<file path="config.mk">
export PLATFORM = sky130hd
export DESIGN_NAME = debounce_pulse_tmr
export DESIGN_NICKNAME = d
export VERILOG_FILES = /design/src/rtl/debounce_pulse_tmr.sv
export SDC_FILE = /design/constraint.sdc
export NUM_CORES = 1
export LEC_CHECK = 0
export CORE_MARGIN = 2
export CORE_UTILIZATION = 42
export CTS_BUF_LIST = sky130_fd_sc_hd__clkbuf_4 sky130_fd_sc_hd__clkbuf_8
export DETAILED_ROUTE_END_ITERATION = 6
export GPL_TIMING_DRIVEN = 0
export PLACE_DENSITY = 0.66
export SLEW_MARGIN = 40
export SYNTH_ARGS = -nofsm -noshare
export SYNTH_HDL_FRONTEND = slang
export SYNTH_SLANG_ARGS = --single-unit
</file>
<file path="constraint.sdc">
create_clock -name clk -period 2.4 [get_ports clk]
set_input_delay 0.36 -clock clk [delete_from_list [all_inputs] [get_ports clk]]
set_output_delay 0.36 -clock clk [all_outputs]
set_load 0.02 [all_outputs]
</file>
<file path="src/rtl/debounce_pulse_tmr.sv">
`default_nettype none
// +------------------------------------------------------------------------+
// | Module  : debounce_pulse_tmr                                           |
// | Brief   : sync + debounce a raw level, pulse on debounced rising edge;  |
// |           define DEBOUNCE_TMR_EN to triplicate and vote state/counter. |
// | Revision: 1.0                                                          |
// +------------------------------------------------------------------------+
module debounce_pulse_tmr #(
  parameter int SYNC_STAGES     = 2,
  parameter int DEBOUNCE_CYCLES = 16,
  parameter int CNT_W           = 8
) (
  input  logic clk,
  input  logic rstn,
  input  logic din_async,
  input  logic en,
  output logic pulse_out,
  output logic level_out,
  output logic tmr_err
);

  typedef enum logic [1:0] {
    IDLE_LO = 2'd0,
    WAIT_HI = 2'd1,
    IDLE_HI = 2'd2,
    WAIT_LO = 2'd3
  } stateT;

  localparam logic [CNT_W-1:0] C_CNT_LAST = CNT_W'(DEBOUNCE_CYCLES - 1);

  logic [SYNC_STAGES-1:0] r_syncChain;
  logic                   w_sync;
  stateT                  w_state;
  stateT                  w_stateNxt;
  logic [CNT_W-1:0]       w_cnt;
  logic [CNT_W-1:0]       w_cntNxt;
  logic                   w_pulseNxt;
  logic                   w_levelNxt;
  logic                   r_pulse;
  logic                   r_level;

  always_ff @(posedge clk or negedge rstn) begin
    if (!rstn) r_syncChain <= '0;
    else       r_syncChain <= {r_syncChain[SYNC_STAGES-2:0], din_async};
  end

  assign w_sync = r_syncChain[SYNC_STAGES-1];

  // Next-state logic sees only the (voted) state and counter.
  always_comb begin
    w_stateNxt = w_state;
    w_cntNxt   = w_cnt;
    w_pulseNxt = 1'b0;
    w_levelNxt = r_level;
    case (w_state)
      IDLE_LO: begin
        if (en && w_sync) begin
          w_stateNxt = WAIT_HI;
          w_cntNxt   = '0;
        end
      end
      WAIT_HI: begin
        if (!en || !w_sync) begin
          w_stateNxt = IDLE_LO;
          w_cntNxt   = '0;
        end else if (w_cnt >= C_CNT_LAST) begin
          w_stateNxt = IDLE_HI;
          w_cntNxt   = '0;
          w_levelNxt = 1'b1;
          w_pulseNxt = 1'b1;
        end else begin
          w_cntNxt = w_cnt + 1'b1;
        end
      end
      IDLE_HI: begin
        if (en && !w_sync) begin
          w_stateNxt = WAIT_LO;
          w_cntNxt   = '0;
        end
      end
      WAIT_LO: begin
        if (!en || w_sync) begin
          w_stateNxt = IDLE_HI;
          w_cntNxt   = '0;
        end else if (w_cnt >= C_CNT_LAST) begin
          w_stateNxt = IDLE_LO;
          w_cntNxt   = '0;
          w_levelNxt = 1'b0;
        end else begin
          w_cntNxt = w_cnt + 1'b1;
        end
      end
      default: begin
        w_stateNxt = IDLE_LO;
        w_cntNxt   = '0;
      end
    endcase
  end

`ifdef DEBOUNCE_TMR_EN
  logic [1:0]       r_stateA;
  logic [1:0]       r_stateB;
  logic [1:0]       r_stateC;
  logic [CNT_W-1:0] r_cntA;
  logic [CNT_W-1:0] r_cntB;
  logic [CNT_W-1:0] r_cntC;
  logic             r_tmrErr;
  logic [1:0]       w_stateVote;
  logic             w_copyDiff;

  assign w_stateVote = (r_stateA & r_stateB) | (r_stateA & r_stateC) | (r_stateB & r_stateC);
  assign w_state     = stateT'(w_stateVote);
  assign w_cnt       = (r_cntA & r_cntB) | (r_cntA & r_cntC) | (r_cntB & r_cntC);
  assign w_copyDiff  = (r_stateA != w_stateVote) || (r_stateB != w_stateVote) ||
                       (r_stateC != w_stateVote) || (r_cntA != w_cnt) ||
                       (r_cntB != w_cnt) || (r_cntC != w_cnt);

  // Every copy reloads the voted next value, so one upset lasts one cycle.
  always_ff @(posedge clk or negedge rstn) begin
    if (!rstn) begin
      r_stateA <= IDLE_LO;
      r_stateB <= IDLE_LO;
      r_stateC <= IDLE_LO;
      r_cntA   <= '0;
      r_cntB   <= '0;
      r_cntC   <= '0;
      r_pulse  <= 1'b0;
      r_level  <= 1'b0;
      r_tmrErr <= 1'b0;
    end else begin
      r_stateA <= w_stateNxt;
      r_stateB <= w_stateNxt;
      r_stateC <= w_stateNxt;
      r_cntA   <= w_cntNxt;
      r_cntB   <= w_cntNxt;
      r_cntC   <= w_cntNxt;
      r_pulse  <= w_pulseNxt;
      r_level  <= w_levelNxt;
      r_tmrErr <= w_copyDiff;
    end
  end

  assign tmr_err = r_tmrErr;
`else
  stateT            r_state;
  logic [CNT_W-1:0] r_cnt;

  assign w_state = r_state;
  assign w_cnt   = r_cnt;

  always_ff @(posedge clk or negedge rstn) begin
    if (!rstn) begin
      r_state <= IDLE_LO;
      r_cnt   <= '0;
      r_pulse <= 1'b0;
      r_level <= 1'b0;
    end else begin
      r_state <= w_stateNxt;
      r_cnt   <= w_cntNxt;
      r_pulse <= w_pulseNxt;
      r_level <= w_levelNxt;
    end
  end

  assign tmr_err = 1'b0;
`endif

  assign pulse_out = r_pulse;
  assign level_out = r_level;

endmodule
`default_nettype wire

</file>
* Yosys cells after proc, flatten, opt, wreduce, memory -nomap -nowiden
Cells that the tools add are included.
** Cells by class
- Multiplexer cells :: 21
- Order comparisons :: 1
- Reduce and logical (&&, ||, !) cells :: 11
- $mul :: 0
- Shift-type cells :: 0
- Equal/unequal tests :: 11
- $add $sub $neg :: 1
- Divide/modulo/power cells :: 0
- Bitwise operators :: 0
** Operator list (count)
- $mux 8 :: 5
- $pmux 8 s4 :: 1
- $mux 2 :: 6
- $ne 2x2->1 const B :: 6
- $add 8x1->8 const B :: 1
- $ge 8x4->1 const B :: 1
- $pmux 2 s4 :: 1
- $mux 1 :: 7
- $ne 3x3->1 const B :: 2
- $reduce_and 5->1 :: 1
- $eq 2x2->1 const B :: 2
- $reduce_and 4->1 :: 1
- $eq 2x1->1 const B :: 1
- $logic_and 1x1->1 :: 2
- $logic_not 1->1 :: 2
- $logic_not 2->1 :: 1
- $logic_or 1x1->1 :: 2
- $pmux 1 s2 :: 1
- $reduce_and 2->1 :: 1
- $reduce_bool 2->1 :: 1
** Storage, ports and cells
- Word-level logic and storage cells :: 50
- Bits in writable memories :: 0
- Bits in latches :: 0
- Input port bits :: 4
- Register bits :: 14
- Memory bits (read-only) :: 0
- Memories kept :: 0
- Output and inout bits :: 3

* Depth between registers and ports, before layout
- Word-level depth :: 4
- Mapped depth :: 5
- Mapped depth without buffers :: 5

* Least setup slack after synthesis
No wires, ideal clock.
- Path kind :: register to register
- From :: reg r_cnt[4]
- To :: reg r_state[1]
- Data arrival time :: 1694 ps
- Cell stages (with the launch flop) :: 5
- Slack :: 581 ps
- Setup time :: 125 ps
- Clock period less this slack :: 1819 ps
- Cell sequence :: dfrtp_1 > or4_4 > nor4b_4 > nor2_2 > mux2_4
** On the way
- Longest elaborated chain between the ends :: 3
** RTL lines
- from (decl) :: RTL line 146 : logic [CNT_W-1:0] r_cnt;
- from (signal assigned) :: RTL line 159 : r_cnt <= w_cntNxt;
- $ge 8x4->1 * :: RTL line 66, 85
- $ne 3x3->1 (no line)
- $reduce_and 4->1 (no line) *
- to (signal assigned) :: RTL line 158 : r_state <= w_stateNxt;
- to (decl) :: RTL line 145 : stateT r_state;
Every way passes the cells marked *; elsewhere a longest branch is shown, timed or not.
A chain may end at the register's enable or synchronous reset.

* Worst setup path after layout
Ends and elaborated chain as after synthesis.

==> metrics.yaml <==
outcome: "finished, final reports clean"
timing.reg2reg.setup_slack_ns: 0.48
yosysWarningCount: 0
max_freq_mhz: 521
cts_hold_buf: 0
holdPathEnd: "r_syncChain[1]"
placeableCoreArea_um2: 1330
path_class: "reg -> reg"
wl_per_cell_um: 11.7
num_antenna_cells: 0
timing.hold.worst_path_depth: 0
timing.reg2reg.worst_path_depth: 4
setup.worst_path.end_class: "register"
tritoncts: "built"
worst_ep_required_time_ns: 2.57
capturing_point_of_the_worst_reg2reg_path: "r_state[1]"
cts_num_sinks: 14
vdd.ir_drop.worst_mv: 0.404
yosys.cell_types.count: 26
cts_resized: 0
synth.ff_latch_count: 14
leakage_nw: 0.352
ys_seq_area_share_pct: 57.3
final.period_utilization_pct: 79.9
finalNetCount: 64
placementRows: 13
multi_input_comb_area_um2: 250
clock_buffer_count_from_cts: 3
ctsLongestPathBuffers: 2
clock_insertion_delay_worst_skew_ns: 0.28
report.final.hold_viol_count: 0
first_pass_grt_wire_length_mm: 1.45
postSynthCellCount: 49
firstDrtPassIters: 4
synthToLayoutAreaGrowth_pct: 17.2
setup_violators_final: 0
drt_iter0_drc: 3
rr_startpoint: "r_cnt[4]"
crit_slowest_cell: "sky130_fd_sc_hd__or4_4"
gp_congestion: 0.651
routedLengthMet1_um: 432
met2WireLength_um: 374
floorplan.die.width_um: 42.2
max-cap-violations: 0
postSynthNetCount: 54
post_cts_repair_timing_setup_buffer_count: 0
final_cells: 73
dr.max_layer_used: "met4"
groute.usage.overall_pct: 11.5
holdCritStartpoint: "r_syncChain[0]"
slew-limit-headroom_pct: 60.3
critPathArrivalTime_ns: 2.08
drt_drc_violations_left: 0
cp_max_fo: 9
cp.buffers_inverters: 0
post_synth.cell_area_avg_um2: 12.5
report.power.total_w: 0.000577
synth_edf_count: 0
fillers: 121
post-place-cells: 69
final-seq-area_um2: 350
grt_setup_unrepaired: "no"
grt_start_max_net_pins: 15
final.min_clock_period_ns: 1.92
startpoint_type: "register"
initial_antenna_violation_count: 0
via_per_inst: 5.11
worstHoldPathType: "reg -> reg"
route.met3.wl_um: 36
crit_path_cell_trace: "or4_4 -> nor4b_4 -> nor2_2 -> mux2_4"
cts-root-buf: "sky130_fd_sc_hd__clkbuf_4"
cts.clk_slew.worst_paths_ns: 0.08
start_util_pct: 45.9
synthArstFlopShare_pct: 100
number_of_global_route_vias_before_repair: 325
critical-path-max-stage-delay_ns: 0.56
chipHeight_um: 42.2
boundaryPins: 7
fp.dieArea_um2: 1780
synthFlopType: "sky130_fd_sc_hd__dfrtp_1"
grt-ovfl-total: 0
drive_gt1_share_pct: 25.9
cpLargestDelayFamily: "simple AND/OR/NAND/NOR gates"
buffer_ports.inserted: 5
fin_worst_skew_ns: 0.00287
drv_slew: 0
p_per_area_nw_per_um2: 804
antenna_violating_nets_post_route: 0
cts_max_level: 1
tightestPinTransition_ns: 0.593
syn_area_um2: 612
wirelength_um: 854
timing.setup.tns_ns: 0
route.vias.total: 373
worst register-to-register path: stages, from the launching register on:
cell	delay [ns]
sky130_fd_sc_hd__dfrtp_1	0.39
sky130_fd_sc_hd__or4_4	0.56
sky130_fd_sc_hd__nor4b_4	0.49
sky130_fd_sc_hd__nor2_2	0.07
sky130_fd_sc_hd__mux2_4	0.30
layout by cell type (no fill, tap or decap), drive strengths merged:
cell type,synthesis,final
clkbuf,0,4
nor2,3,3
ha,1,1
conb,1,1
nand3b,3,3
mux2,2,2
clkdlybuf4s50,0,5
nand3,3,3
a21o,1,1
a21oi,1,1
o21ai,1,1
o21bai,2,2
nand2,4,4
o22a,1,1
and2,3,3
dfrtp,14,14
inv,1,1
nor3b,1,1
a22o,2,2
nor4b,1,1
and3,1,1
buf,1,1
xor2,1,1
or4,1,1
area by class of cell:
class,count,area share [%]
multi-input cells,33,34.9
well taps,15,2.62
inverters,1,0.524
plain buffers,1,1.05
flip-flops and latches,14,48.9
clock buffers,4,5.06
repair buffers,5,6.98
through the flow:
step / util (%) / hold WS [ns] / area (um2) / setup slack [ns]
5_1_grt: 53.8 / 0.367 / 717 / 0.397
3_5_place_dp: 51.0 / 0.346 / 681 / 0.443
6_report: 53.8 / 0.359 / 717 / 0.482
2_1_floorplan: - / 0.0644 / 612 / 0.581
3_3_place_gp: 51.0 / 0.335 / 681 / 0.444
4_1_cts: 53.8 / 0.366 / 717 / 0.453
registers in the layout, indices dropped and copies added, names as in the netlist:
name / count
pulse_out: 1
r_state: 2
r_syncChain: 2
r_cnt: 8
level_out: 1
Yosys cell counts (2+ instances only):
library cell	number	area share [%]
sky130_fd_sc_hd__o21bai_1	2	2.5
sky130_fd_sc_hd__and2_1	2	2.0
sky130_fd_sc_hd__nor2_1	2	1.2
sky130_fd_sc_hd__nand2_1	4	2.5
sky130_fd_sc_hd__nand3_1	3	2.5
sky130_fd_sc_hd__nand3b_1	3	3.7
sky130_fd_sc_hd__dfrtp_1	14	57
routing by layer:
metal	vias to the layer above	GRT usage [%]
li1	188	-
met1	176	15.9
met2	7	13.8
met3	2	3.02
met4	0	11.3
met5	-	0
worst max path at each step:
stage | from | depth (start not counted) | slack (ns) | end
3_3_place_gp | en | 5 | 0.44 | r_state[1]
6_report | r_cnt[4] | 4 | 0.48 | r_state[1]
5_1_grt | r_cnt[4] | 4 | 0.40 | r_state[1]
4_1_cts | r_cnt[4] | 4 | 0.45 | r_state[1]
2_1_floorplan | r_cnt[4] | 4 | 0.58 | r_state[1]
3_5_place_dp | en | 5 | 0.44 | r_state[1]
logic make-up after synthesis:
group                    synth area share [%]
other                                   0.613
flip-flops                               57.3
AND/OR/NAND/NOR                          22.3
buffers and inverters                    1.84
XOR/XNOR                                 1.43
adder cells (fa/ha/maj)                  2.04
AO/OA/AOI/OAI                            10.2
multiplexers                             4.29
power by group:
group	internal, W	switching (W)
Sequential	0.000261	0.0000235
Clock	0.0000922	0.0000734
Combinational	0.0000636	0.0000629
(Power assumes the default switching activity.)
